**src/rtl/demultiplex_pkg.sv**
```systemverilog
// rtl/demultiplex_pkg.sv - shared helpers for the stream demultiplexer
package demultiplex_pkg;

    localparam int MAX_N = 64;

    function automatic int idx_width(input int n);
        return (n <= 2) ? 1 : $clog2(n);
    endfunction

    function automatic logic [MAX_N-1:0] onehot(input logic [31:0] idx);
        logic [MAX_N-1:0] v;
        v = '0;
        v[idx[5:0]] = 1'b1;
        return v;
    endfunction

endpackage

```
**src/rtl/demultiplex_skid_buffer.sv**
```systemverilog
// rtl/demultiplex_skid_buffer.sv - two-entry stream register with registered ready
module skid_buffer #(
    parameter int W = 8
) (
    input  logic         clk,
    input  logic         rst,
    input  logic         s_tvalid,
    input  logic [W-1:0] s_tdata,
    output logic         s_tready,
    output logic         m_tvalid,
    output logic [W-1:0] m_tdata,
    input  logic         m_tready
);

    logic         main_valid;
    logic         skid_valid;
    logic         rdy_q;
    logic [W-1:0] main_dat;
    logic [W-1:0] skid_dat;
    logic         accept;
    logic         main_free;

    assign accept    = s_tvalid & rdy_q;
    assign main_free = ~main_valid | m_tready;

    // rdy_q always mirrors ~skid_valid, so no word arrives while skid is full
    always_ff @(posedge clk) begin
        if (rst) begin
            main_valid <= 1'b0;
            skid_valid <= 1'b0;
            rdy_q      <= 1'b0;
        end else if (main_free) begin
            rdy_q <= 1'b1;
            if (skid_valid) begin
                main_valid <= 1'b1;
                main_dat   <= skid_dat;
                skid_valid <= 1'b0;
            end else begin
                main_valid <= accept;
                if (accept) main_dat <= s_tdata;
            end
        end else if (accept) begin
            skid_valid <= 1'b1;
            skid_dat   <= s_tdata;
            rdy_q      <= 1'b0;
        end else begin
            rdy_q <= ~skid_valid;
        end
    end

    assign s_tready = rdy_q;
    assign m_tvalid = main_valid;
    assign m_tdata  = main_dat;

endmodule

```
**src/rtl/demultiplex.sv**
```systemverilog
// rtl/demultiplex.sv - join data and index streams and route each word to one of N masters
module demultiplex
    import demultiplex_pkg::*;
#(
    parameter  int W  = 8,
    parameter  int N  = 2,
    localparam int IW = idx_width(N)
) (
    input  logic           clk,
    input  logic           rst,
    input  logic           s_stb,
    input  logic [W-1:0]   s_dat,
    output logic           s_rdy,
    input  logic           n_stb,
    input  logic [IW-1:0]  n_dat,
    output logic           n_rdy,
    output logic [N-1:0]   m_stb,
    output logic [N*W-1:0] m_dat,
    input  logic [N-1:0]   m_rdy,
    output logic           err
);

    typedef struct packed {
        logic [IW-1:0] idx;
        logic [W-1:0]  dat;
    } payload_t;

    payload_t         in_pl;
    payload_t         main_pl;
    logic             main_valid;
    logic             rdy;
    logic             in_range;
    logic             joined;
    logic [MAX_N-1:0] oh_full;

    generate
        if ((1 << IW) == N) begin : g_pow2
            assign in_range = 1'b1;
        end else begin : g_range
            assign in_range = ({{(32-IW){1'b0}}, n_dat} < N);
        end
    endgenerate

    assign joined = s_stb & n_stb;
    assign in_pl  = '{idx: n_dat, dat: s_dat};

    // out-of-range words are consumed here and never reach the buffer
    skid_buffer #(.W(IW + W)) u_skid (
        .clk      (clk),
        .rst      (rst),
        .s_tvalid (joined & in_range),
        .s_tdata  (in_pl),
        .s_tready (rdy),
        .m_tvalid (main_valid),
        .m_tdata  (main_pl),
        .m_tready (m_rdy[main_pl.idx])
    );

    always_ff @(posedge clk) begin
        if (rst) err <= 1'b0;
        else     err <= joined & rdy & ~in_range;
    end

    assign oh_full = onehot({{(32-IW){1'b0}}, main_pl.idx});
    assign m_stb   = main_valid ? oh_full[N-1:0] : '0;
    assign m_dat   = {N{main_pl.dat}};
    assign s_rdy   = rdy;
    assign n_rdy   = rdy;

endmodule

```
**config.mk**
```make
export PLATFORM = sky130hd
export DESIGN_NAME = demultiplex
export DESIGN_NICKNAME = d
export VERILOG_FILES = /design/src/rtl/demultiplex_pkg.sv /design/src/rtl/demultiplex_skid_buffer.sv /design/src/rtl/demultiplex.sv
export SDC_FILE = /design/constraint.sdc
export NUM_CORES = 1
export LEC_CHECK = 0
export ABC_AREA = 1
export BUFFER_PORTS_ARGS = -buffer_cell sky130_fd_sc_hd__buf_2
export CAP_MARGIN = 20
export CORE_MARGIN = 5
export CORE_UTILIZATION = 51
export CTS_BUF_LIST = sky130_fd_sc_hd__clkbuf_16
export DETAILED_ROUTE_END_ITERATION = 8
export HOLD_SLACK_MARGIN = 0.15
export PLACE_DENSITY = 0.92
export SETUP_SLACK_MARGIN = 0.5
export SKIP_CTS_REPAIR_TIMING = 1
export SLEW_MARGIN = 20
export SYNTH_ARGS = -nofsm -noshare
export SYNTH_HDL_FRONTEND = slang
export SYNTH_SLANG_ARGS = --single-unit
```
**constraint.sdc**
```tcl
create_clock -name clk -period 2.6 [get_ports clk]
set_input_delay 0.39 -clock clk [delete_from_list [all_inputs] [get_ports clk]]
set_output_delay 0.39 -clock clk [all_outputs]
set_load 0.05 [all_outputs]
```
==> results of run 1 <==
-- final cells by class --
cell class                 count  area, um^2  area share
inverter                       9        36.3      0.0323
multi-input combinational     44         204       0.182
tap                           27        33.8      0.0301
sequential                    21         601       0.535
clock inverter                 1        3.75     0.00334
timing repair buffer          34         170       0.151
clock buffer                   3        75.1      0.0668
-- worst min path at each step --
stage	startpoint	end	slack (ns)	cells past startpoint
finish	rst	u_skid.s_tready	0.31	2
global route	rst	u_skid.s_tready	0.31	2
CTS	rst	u_skid.s_tready	0.31	2
detailed placement	u_skid.skid_dat[0]	u_skid.m_tdata[0]	0.51	2
global placement	u_skid.skid_dat[8]	u_skid.m_tdata[8]	0.50	2
floorplan	rst	u_skid.s_tready	0.45	1
-- worst reg2reg max path, stage by stage, from the launching register on --
cell and delay (ns):
edfxtp_1 0.45, inv_1 0.10, nand3_1 0.08, nand2_2 0.10, nand2_4 0.06, nor2_2 0.34
-- stage by stage --
step,power [mW],hold WS (ns),cell area (um^2)
4_1_cts,0.752,0.307,1120
5_1_grt,0.775,0.314,1120
3_5_place_dp,0.445,0.505,1040
3_3_place_gp,0.443,0.504,1040
6_report,0.751,0.306,1120
2_1_floorplan,0.431,0.452,987
-- power breakdown --
group	leakage (nW)	internal (mW)	switching, mW
clock network	0.0423	0.205	0.108
logic	0.305	0.0177	0.0467
registers	0.187	0.371	0.00271
-- logic make-up after synthesis --
family / count (synthesis) / synth area share
compound gates: 1 / 0.00887
buf+inv: 28 / 0.185
flops: 21 / 0.608
other cells: 1 / 0.00380
simple gates: 42 / 0.194
-- flip-flops by register name (all words and copies together) (netlist names) --
name / cells
u_skid.m_tvalid: 1
u_skid.s_tready: 1
u_skid.skid_dat: 9
u_skid.m_tdata: 9
u_skid.skid_valid: 1
-- per-layer routing --
metal	track usage	part of all wire	up-vias
met1	0.137	0.40	261
met2	0.206	0.50	27
met5	0	0	-
li1	-	-	313
met4	0.0622	0.0096	0
met3	0.0416	0.090	4
-- cells in the final DEF (no fill, tap or decap), drive strengths merged --
cell and instances:
a21oi 1, buf 34, clkbuf 3, conb 1, dfxtp 3, edfxtp 18, inv 10, nand2 34
nand3 5, nor2 3
==> impl_metrics.env, run 1 <==
export IMPL_status="complete, no violations"
export IMPL_synth_seq_cells=21
export IMPL_netlist_area_leader_share=0.548
export IMPL_vias_per_cell=4.35
export IMPL_wirelength_um=1570
export IMPL_crit_path_end_kind="register"
export IMPL_gp_congestion=0.702
export IMPL_fin_skew_ns=0.00117
export IMPL_min_period_over_period=0.567
export IMPL_syn_to_final_growth_pct=13.8
export IMPL_clock_sinks=21
export IMPL_critical_path_slowest_cell="edfxtp_1"
export IMPL_reg2reg_depth=5
export IMPL_antenna_found_initial=0
export IMPL_grt_total_usage=0.122
export IMPL_nFillCells=149
export IMPL_crit_buf_inv=1
export IMPL_htreeDepth=1
export IMPL_max_stage_delay_ns=0.45
export IMPL_required_ns=2.50
export IMPL_syn_area_um2=987
export IMPL_post_drt_wl_per_cell_um=11.3
export IMPL_rsz0062_at_grt="no"
export IMPL_crit_arrival_ns=1.38
export IMPL_initial_core_util=0.519
export IMPL_r2r_slack_ns=1.12
export IMPL_cts_buffers=3
export IMPL_cp_depth=5
export IMPL_yosys_warnings=0
export IMPL_finalCriticalPeriod_ns=1.48
export IMPL_drt_iter0_markers=18
export IMPL_cts_tree="yes"
export IMPL_rows=16
export IMPL_startpoint_type="register"
export IMPL_drcViolationCount=0
export IMPL_finalNonFillerCells=139
export IMPL_p_per_area_nw_per_um2=668
export IMPL_endpoint="u_skid.skid_dat[7]"
export IMPL_io_pins=36
export IMPL_r2r_end="u_skid.skid_dat[7]"
export IMPL_clk_latency_ns=0.25
export IMPL_synth_avg_cell_area_um2=10.6
export IMPL_synthDistinctLibCells=15
export IMPL_post_dp_hpwl_um=1270
export IMPL_startpoint="u_skid.m_tdata[8]"
export IMPL_grt_max_degree=12
export IMPL_fmax_mhz=678
export IMPL_synthCells=93
export IMPL_path_clk_slew_ns=0.05
export IMPL_yosys_top_cells_area="edfxtp_1, buf_4, nand2_1, dfxtp_1, inv_1"
export IMPL_crit_type="reg2reg"
export IMPL_netlist_top_cell_by_area="edfxtp_1"
export IMPL_hold_violations=0
export IMPL_finalCoreUtilization=0.591
export IMPL_power_leakage_nw=0.534
export IMPL_setup_viol=0
export IMPL_drive_gt1_frac=0.402
export IMPL_postRouteAntennaNets=0
export IMPL_dieArea_um2=2920
export IMPL_grt_pass1_vias=573
export IMPL_tns_ns=0
export IMPL_synth_common_cells="nand2_1, buf_4, edfxtp_1, inv_1, nand3_1"
export IMPL_worstPathCellList="inv_1 -> nand3_1 -> nand2_2 -> nand2_4 -> nor2_2"
export IMPL_cap_violations=0
export IMPL_cp_max_fo=9
export IMPL_core_um2=1900
export IMPL_num_nets_final=128
export IMPL_grt_first_pass_wirelength_um=2460
export IMPL_reg2reg_from="u_skid.m_tdata[8]"
export IMPL_dpl_worst_slack_ns=1.08
export IMPL_portBuffers=34
export IMPL_overflow=0
export IMPL_cts_root_buffer="clkbuf_16"
export IMPL_synth_edf_count=18
export IMPL_die_x_um=54.0
export IMPL_critical_path_top_delay_family="simple AND/OR/NAND/NOR gates"
export IMPL_dr_total_vias=605
export IMPL_vdd_drop_max_mv=0.524
export IMPL_synthesis_nets=108
export IMPL_hold_path_class="in2reg"
export IMPL_synthFlopType="edfxtp_1"
export IMPL_setup_ws_ns=1.12
export IMPL_place_inst=135
export IMPL_ys_seq_area_frac=0.608
export IMPL_ys_async_sr_fraction=0
export IMPL_antenna_cells=0
export IMPL_yosysMostFrequentCell="nand2_1"
export IMPL_cts_buffer_depth=2
export IMPL_drv_slew=0
export IMPL_drt_pass1_iterations=4
export IMPL_die_h_um=54.0
Note: power is estimated with default switching activity, not from simulation.
==> run 2: changes to the inputs <==
--- a/config.mk
+++ b/config.mk
@@ -5,15 +5,15 @@
 export SDC_FILE = /design/constraint.sdc
 export NUM_CORES = 1
 export LEC_CHECK = 0
-export ABC_AREA = 1
+export ABC_AREA = 0
 export BUFFER_PORTS_ARGS = -buffer_cell sky130_fd_sc_hd__buf_2
 export CAP_MARGIN = 20
 export CORE_MARGIN = 5
-export CORE_UTILIZATION = 51
+export CORE_UTILIZATION = 46
 export CTS_BUF_LIST = sky130_fd_sc_hd__clkbuf_16
 export DETAILED_ROUTE_END_ITERATION = 8
 export HOLD_SLACK_MARGIN = 0.15
-export PLACE_DENSITY = 0.92
+export PLACE_DENSITY = 0.86
 export SETUP_SLACK_MARGIN = 0.5
 export SKIP_CTS_REPAIR_TIMING = 1
 export SLEW_MARGIN = 20
==> constraint.sdc (replaced) <==
create_clock -name clk -period 1.55 [get_ports clk]
set_input_delay 0.2325 -clock clk [delete_from_list [all_inputs] [get_ports clk]]
set_output_delay 0.2325 -clock clk [all_outputs]
set_load 0.05 [all_outputs]
==> impl_metrics.env, run 2 <==
export IMPL_synthMuxAreaShare=0.120
export IMPL_worstPathCellList="mux2i_4 -> nand2_4 -> nor3_4 -> buf_6"
export IMPL_cap_violations=0
export IMPL_num_nets_final=103
export IMPL_netlist_top_cell_by_area="edfxtp_1"
export IMPL_ys_async_sr_fraction=0
export IMPL_synth_avg_cell_area_um2=15.2
export IMPL_netlist_area_leader_share=0.582
export IMPL_cts_tree="yes"
export IMPL_finalPower_mw=1.30
export IMPL_die_h_um=54.9
export IMPL_fmax_mhz=698
export IMPL_synth_seq_cells=21
export IMPL_min_path_cells=1
export IMPL_grt_total_usage=0.112
export IMPL_die_x_um=54.9
export IMPL_finalCriticalPeriod_ns=1.43
export IMPL_synth_edf_count=18
export IMPL_hold_end="u_skid.skid_dat[2]"
export IMPL_rsz0062_at_grt="yes"
export IMPL_drive_gt1_frac=0.724
export IMPL_dieArea_um2=3020
export IMPL_syn_to_final_growth_pct=41.9
export IMPL_synthCells=61
export IMPL_path_clk_slew_ns=0.06
export IMPL_min_period_over_period=0.925
export IMPL_status="complete, no violations"
export IMPL_drv_slew=0
export IMPL_rows=16
export IMPL_hold_violations=0
export IMPL_fin_hold_ws_ns=0.168
export IMPL_portBuffers=34
export IMPL_multi_input_area_um2=238
export IMPL_core_um2=1940
export IMPL_synth_xor_area_share=0
export IMPL_yosys_warnings=0
export IMPL_fin_skew_ns=0.00222
export IMPL_cp_max_fo=7
export IMPL_grt_max_degree=13
export IMPL_io_pins=36
export IMPL_cts_root_buffer="clkbuf_16"
export IMPL_htreeDepth=1
export IMPL_yosysMostFrequentCell="buf_4"
export IMPL_layout_commonest_cell="buf_6"
export IMPL_place_inst=107
export IMPL_post_drt_wl_per_cell_um=15.5
export IMPL_synthesis_nets=76
export IMPL_vias_per_cell=4.69
export IMPL_synth_top_family_by_area="buffers and inverters"
export IMPL_ys_seq_area_frac=0.647
export IMPL_cts_buffers=3
export IMPL_antenna_cells=0
export IMPL_drt_pass1_iterations=3
export IMPL_p_per_area_nw_per_um2=984
export IMPL_place_area_um2=1050
export IMPL_drt_iter0_markers=9
export IMPL_r2r_slack_ns=0.12
export IMPL_grt_first_pass_wirelength_um=2280
export IMPL_synthDistinctLibCells=16
export IMPL_crit_path_end_kind="register"
export IMPL_clock_sinks=21
export IMPL_dr_total_vias=535
export IMPL_synth_simple_area_share=0.0377
export IMPL_postRouteAntennaNets=0
export IMPL_critical_path_slowest_cell="edfxtp_1"
export IMPL_antenna_found_initial=0
export IMPL_initial_core_util=0.478
export IMPL_gp_congestion=0.801
export IMPL_grt_pass1_vias=501
export IMPL_hold_path_startpoint="s_dat[2]"
export IMPL_cts_buffer_depth=2
export IMPL_yosys_top_cells_area="edfxtp_1, buf_4, mux2_2, dfxtp_1, mux2_1"
export IMPL_clk_latency_ns=0.25
export IMPL_setup_viol=0
export IMPL_reg2reg_from="u_skid.m_tdata[8]"
export IMPL_finalNonFillerCells=114
export IMPL_power_leakage_nw=0.524
export IMPL_drcViolationCount=0
export IMPL_r2r_end="u_skid.skid_dat[1]"
export IMPL_synthAdderAreaFrac=0
export IMPL_nFillCells=142
export IMPL_crit_arrival_ns=1.40
export IMPL_hold_path_class="in2reg"
export IMPL_synthFlopType="edfxtp_1"
export IMPL_synth_common_cells="buf_4, edfxtp_1, mux2_2, dfxtp_1, mux2_1"
export IMPL_final_cell_mix="buf_6, edfxtp_1, buf_2, mux2_2, buf_4"
export IMPL_regArea_um2=607
export IMPL_required_ns=1.52
export IMPL_tns_ns=0
export IMPL_vdd_drop_max_mv=0.591
export IMPL_final_area_um2=1320
export IMPL_wirelength_um=1770
export IMPL_overflow=0
export IMPL_startpoint_type="register"
export IMPL_reg2reg_depth=4
export IMPL_syn_area_um2=928
export IMPL_crit_type="reg2reg"
export IMPL_max_stage_delay_ns=0.42
export IMPL_synth_compound_area_frac=0.0377
==> run 2: changes by cell type after synthesis, moves of 3 or more <==
cell | previous run | this run
nand2_1 | 31 | 1
inv_1 | 8 | 0
mux2_2 | 0 | 6
mux2_1 | 0 | 3
nand3_1 | 4 | 1
==> run 2: worst max-delay path by stage <==
stage                                    end  slack (ns)  depth (start not counted)              start
final                     u_skid.skid_dat[1]        0.12                          4  u_skid.m_tdata[8]
after global routing      u_skid.skid_dat[0]        0.03                          4  u_skid.m_tdata[8]
after CTS                 u_skid.skid_dat[1]      -0.005                          4  u_skid.m_tdata[8]
after detailed placement  u_skid.skid_dat[1]       0.003                          4  u_skid.m_tdata[8]
after global placement    u_skid.skid_dat[0]        0.06                          4  u_skid.m_tdata[8]
after floorplan           u_skid.skid_dat[0]        0.03                          3  u_skid.m_tdata[8]
==> run 2: metal layers <==
| metal | track usage | vias up | part of all wire |
|---|---|---|---|
| li1 | - | 251 | - |
| met1 | 0.128 | 254 | 0.36 |
| met2 | 0.191 | 26 | 0.54 |
| met3 | 0.0295 | 4 | 0.088 |
| met4 | 0.0607 | 0 | 0.015 |
| met5 | 0 | - | 0 |
==> run 2: where the power goes <==
part / leakage (nW) / switching [mW] / internal, mW / total, mW
registers: 0.189 / 0.00787 / 0.621 / 0.629
clock network: 0.0409 / 0.191 / 0.346 / 0.537
logic: 0.294 / 0.0776 / 0.0524 / 0.130
total: 0.524 / 0.276 / 1.02 / 1.30
==> run 2: through the flow <==
| step | utilization | setup WS [ns] |
|---|---|---|
| 2_1_floorplan | - | 0.0344 |
| 3_3_place_gp | 0.543 | 0.0608 |
| 3_5_place_dp | 0.543 | 0.00311 |
| 4_1_cts | 0.584 | -0.00490 |
| 5_1_grt | 0.678 | 0.0333 |
| 6_report | 0.678 | 0.117 |
==> run 2: final cells by class <==
| class | count | share of cell area |
|---|---|---|
| Multi-Input combinational cell | 21 | 0.180 |
| Timing Repair Buffer | 41 | 0.273 |
| Tap cell | 27 | 0.0256 |
| Clock inverter | 1 | 0.00380 |
| Sequential cell | 21 | 0.461 |
| Clock buffer | 3 | 0.0570 |
==> run 2: cells by family (layout without fill, tap and decap cells) <==
logic type             count (synthesis)  after routing
AO/OA/AOI/OAI                          4              4
AND/OR/NAND/NOR                        6              6
flip-flops                            21             21
other                                  1              1
buffers and inverters                 19             45
multiplexers                          10             10
==> run 2: worst max-delay path, delay by kind of cell, from the launching register on <==
kind / cells / cell delay (ns)
buffers and inverters: 1 / 0.15
flip-flops: 1 / 0.42
multiplexers: 1 / 0.33
AND/OR/NAND/NOR: 2 / 0.24
==> run 3: changes to the inputs <==
--- a/config.mk
+++ b/config.mk
@@ -8,6 +8,7 @@
 export ABC_AREA = 0
 export BUFFER_PORTS_ARGS = -buffer_cell sky130_fd_sc_hd__buf_2
 export CAP_MARGIN = 20
+export CORE_ASPECT_RATIO = 0.75
 export CORE_MARGIN = 5
 export CORE_UTILIZATION = 46
 export CTS_BUF_LIST = sky130_fd_sc_hd__clkbuf_16
==> impl_metrics.env, run 3 (synthesized netlist as in run 2, its figures left out) <==
export IMPL_drcViolationCount=0
export IMPL_wl_met3_um=172
export IMPL_htreeDepth=1
export IMPL_fmax_mhz=686
export IMPL_drt_iter0_markers=6
export IMPL_drive_gt1_frac=0.686
export IMPL_dr_total_vias=538
export IMPL_nFillCells=132
export IMPL_crit_arrival_ns=1.43
export IMPL_core_um2=1960
export IMPL_vias_per_cell=4.89
export IMPL_critical_path_slowest_cell="edfxtp_1"
export IMPL_antenna_cells=0
export IMPL_tns_ns=0
export IMPL_crit_buf_inv=1
export IMPL_startpoint_type="register"
export IMPL_min_path_cells=1
export IMPL_hold_violations=0
export IMPL_drv_slew=0
export IMPL_die_x_um=61.9
export IMPL_status="complete, no violations"
export IMPL_cap_violations=0
export IMPL_antenna_found_initial=0
export IMPL_fin_skew_ns=0.00137
export IMPL_crit_path_end_kind="register"
export IMPL_routed_wl_met2_um=977
export IMPL_overflow=0
export IMPL_cp_depth=4
export IMPL_critical_path_top_delay_family="flip-flops"
export IMPL_dr_max_layer_used="met3"
export IMPL_cts_buffer_depth=2
export IMPL_clk_latency_ns=0.25
export IMPL_power_leakage_nw=0.532
export IMPL_wirelength_um=1850
export IMPL_die_h_um=48.9
export IMPL_gp_congestion=0.681
export IMPL_finalCriticalPeriod_ns=1.46
export IMPL_required_ns=1.52
export IMPL_worstPathCellList="mux2i_4 -> nand2_2 -> nor3_4 -> buf_12"
export IMPL_final_cell_mix="buf_6, edfxtp_1, buf_2, mux2_4"
export IMPL_num_nets_final=102
export IMPL_path_clk_slew_ns=0.06
export IMPL_reg2reg_depth=4
export IMPL_max_stage_delay_ns=0.41
export IMPL_rows=14
export IMPL_vdd_drop_max_mv=0.838
export IMPL_drt_pass1_iterations=4
export IMPL_portBuffers=34
export IMPL_postRouteAntennaNets=0
export IMPL_layout_commonest_cell="buf_6"
export IMPL_cts_tree="yes"
export IMPL_min_period_over_period=0.941
export IMPL_rsz0062_at_grt="yes"
export IMPL_setup_viol=0
export IMPL_finalPower_mw=1.30
export IMPL_dieArea_um2=3030
export IMPL_clock_sinks=21
export IMPL_wl_met1_um=699
export IMPL_hold_path_class="in2reg"
export IMPL_cts_buffers=3
export IMPL_grt_max_degree=12
export IMPL_grt_first_pass_wirelength_um=2500
export IMPL_cts_root_buffer="clkbuf_16"
export IMPL_io_pins=36
export IMPL_initial_core_util=0.473
export IMPL_syn_to_final_growth_pct=43.3
export IMPL_post_drt_wl_per_cell_um=16.8
export IMPL_p_per_area_nw_per_um2=974
export IMPL_crit_type="reg2reg"
export IMPL_grt_total_usage=0.115
export IMPL_grt_pass1_vias=549
export IMPL_cp_max_fo=9
[run 3: cell count changes in the layout (fill, tap and decap cells not counted), moves of 2 or more]
cell / previous run / this run
buf_12: 0 / 2
buf_6: 23 / 20
mux2_2: 6 / 2
mux2_4: 0 / 5
[run 3: report_power, final]
part | total, mW | internal (mW) | switching [mW]
registers | 0.629 | 0.621 | 0.00786
clock network | 0.532 | 0.343 | 0.188
logic | 0.135 | 0.0573 | 0.0773
[run 3: final timing paths]
path	from	end	slack, ns
hold reg to reg	u_skid.skid_dat[0]	u_skid.m_tdata[0]	0.55
setup reg to reg	u_skid.m_tdata[8]	u_skid.skid_dat[2]	0.09
hold / removal	n_dat	u_skid.skid_dat[8]	0.17
setup / recovery	u_skid.m_tdata[8]	u_skid.skid_dat[2]	0.09
[run 3: routing by layer]
layer  GRT usage  up-vias
li1            -      249
met1       0.132      260
met2       0.188       29
met3      0.0529        0
met4      0.0318        0
met5           0        -
[run 3: layout make-up]
cell class	count	area, um^2	area share
multi-input cells	21	243	0.183
clock inverters	1	3.75	0.00282
clock buffers	3	75.1	0.0564
repair buffers	40	373	0.280
well taps	24	30.0	0.0226
flip-flops and latches	21	606	0.455
[run 3: per-stage QoR]
stage	std cells	setup WS, ns	area, um^2	hold slack [ns]	util
after floorplan	61	0.0344	962	0.302	-
final	110	0.0921	1330	0.171	0.678
after detailed placement	103	-0.0258	1070	0.425	0.544
after global routing	110	0.0386	1330	0.169	0.678
after global placement	103	0.0698	1070	0.425	0.544
after CTS	107	-0.0224	1150	0.166	0.584
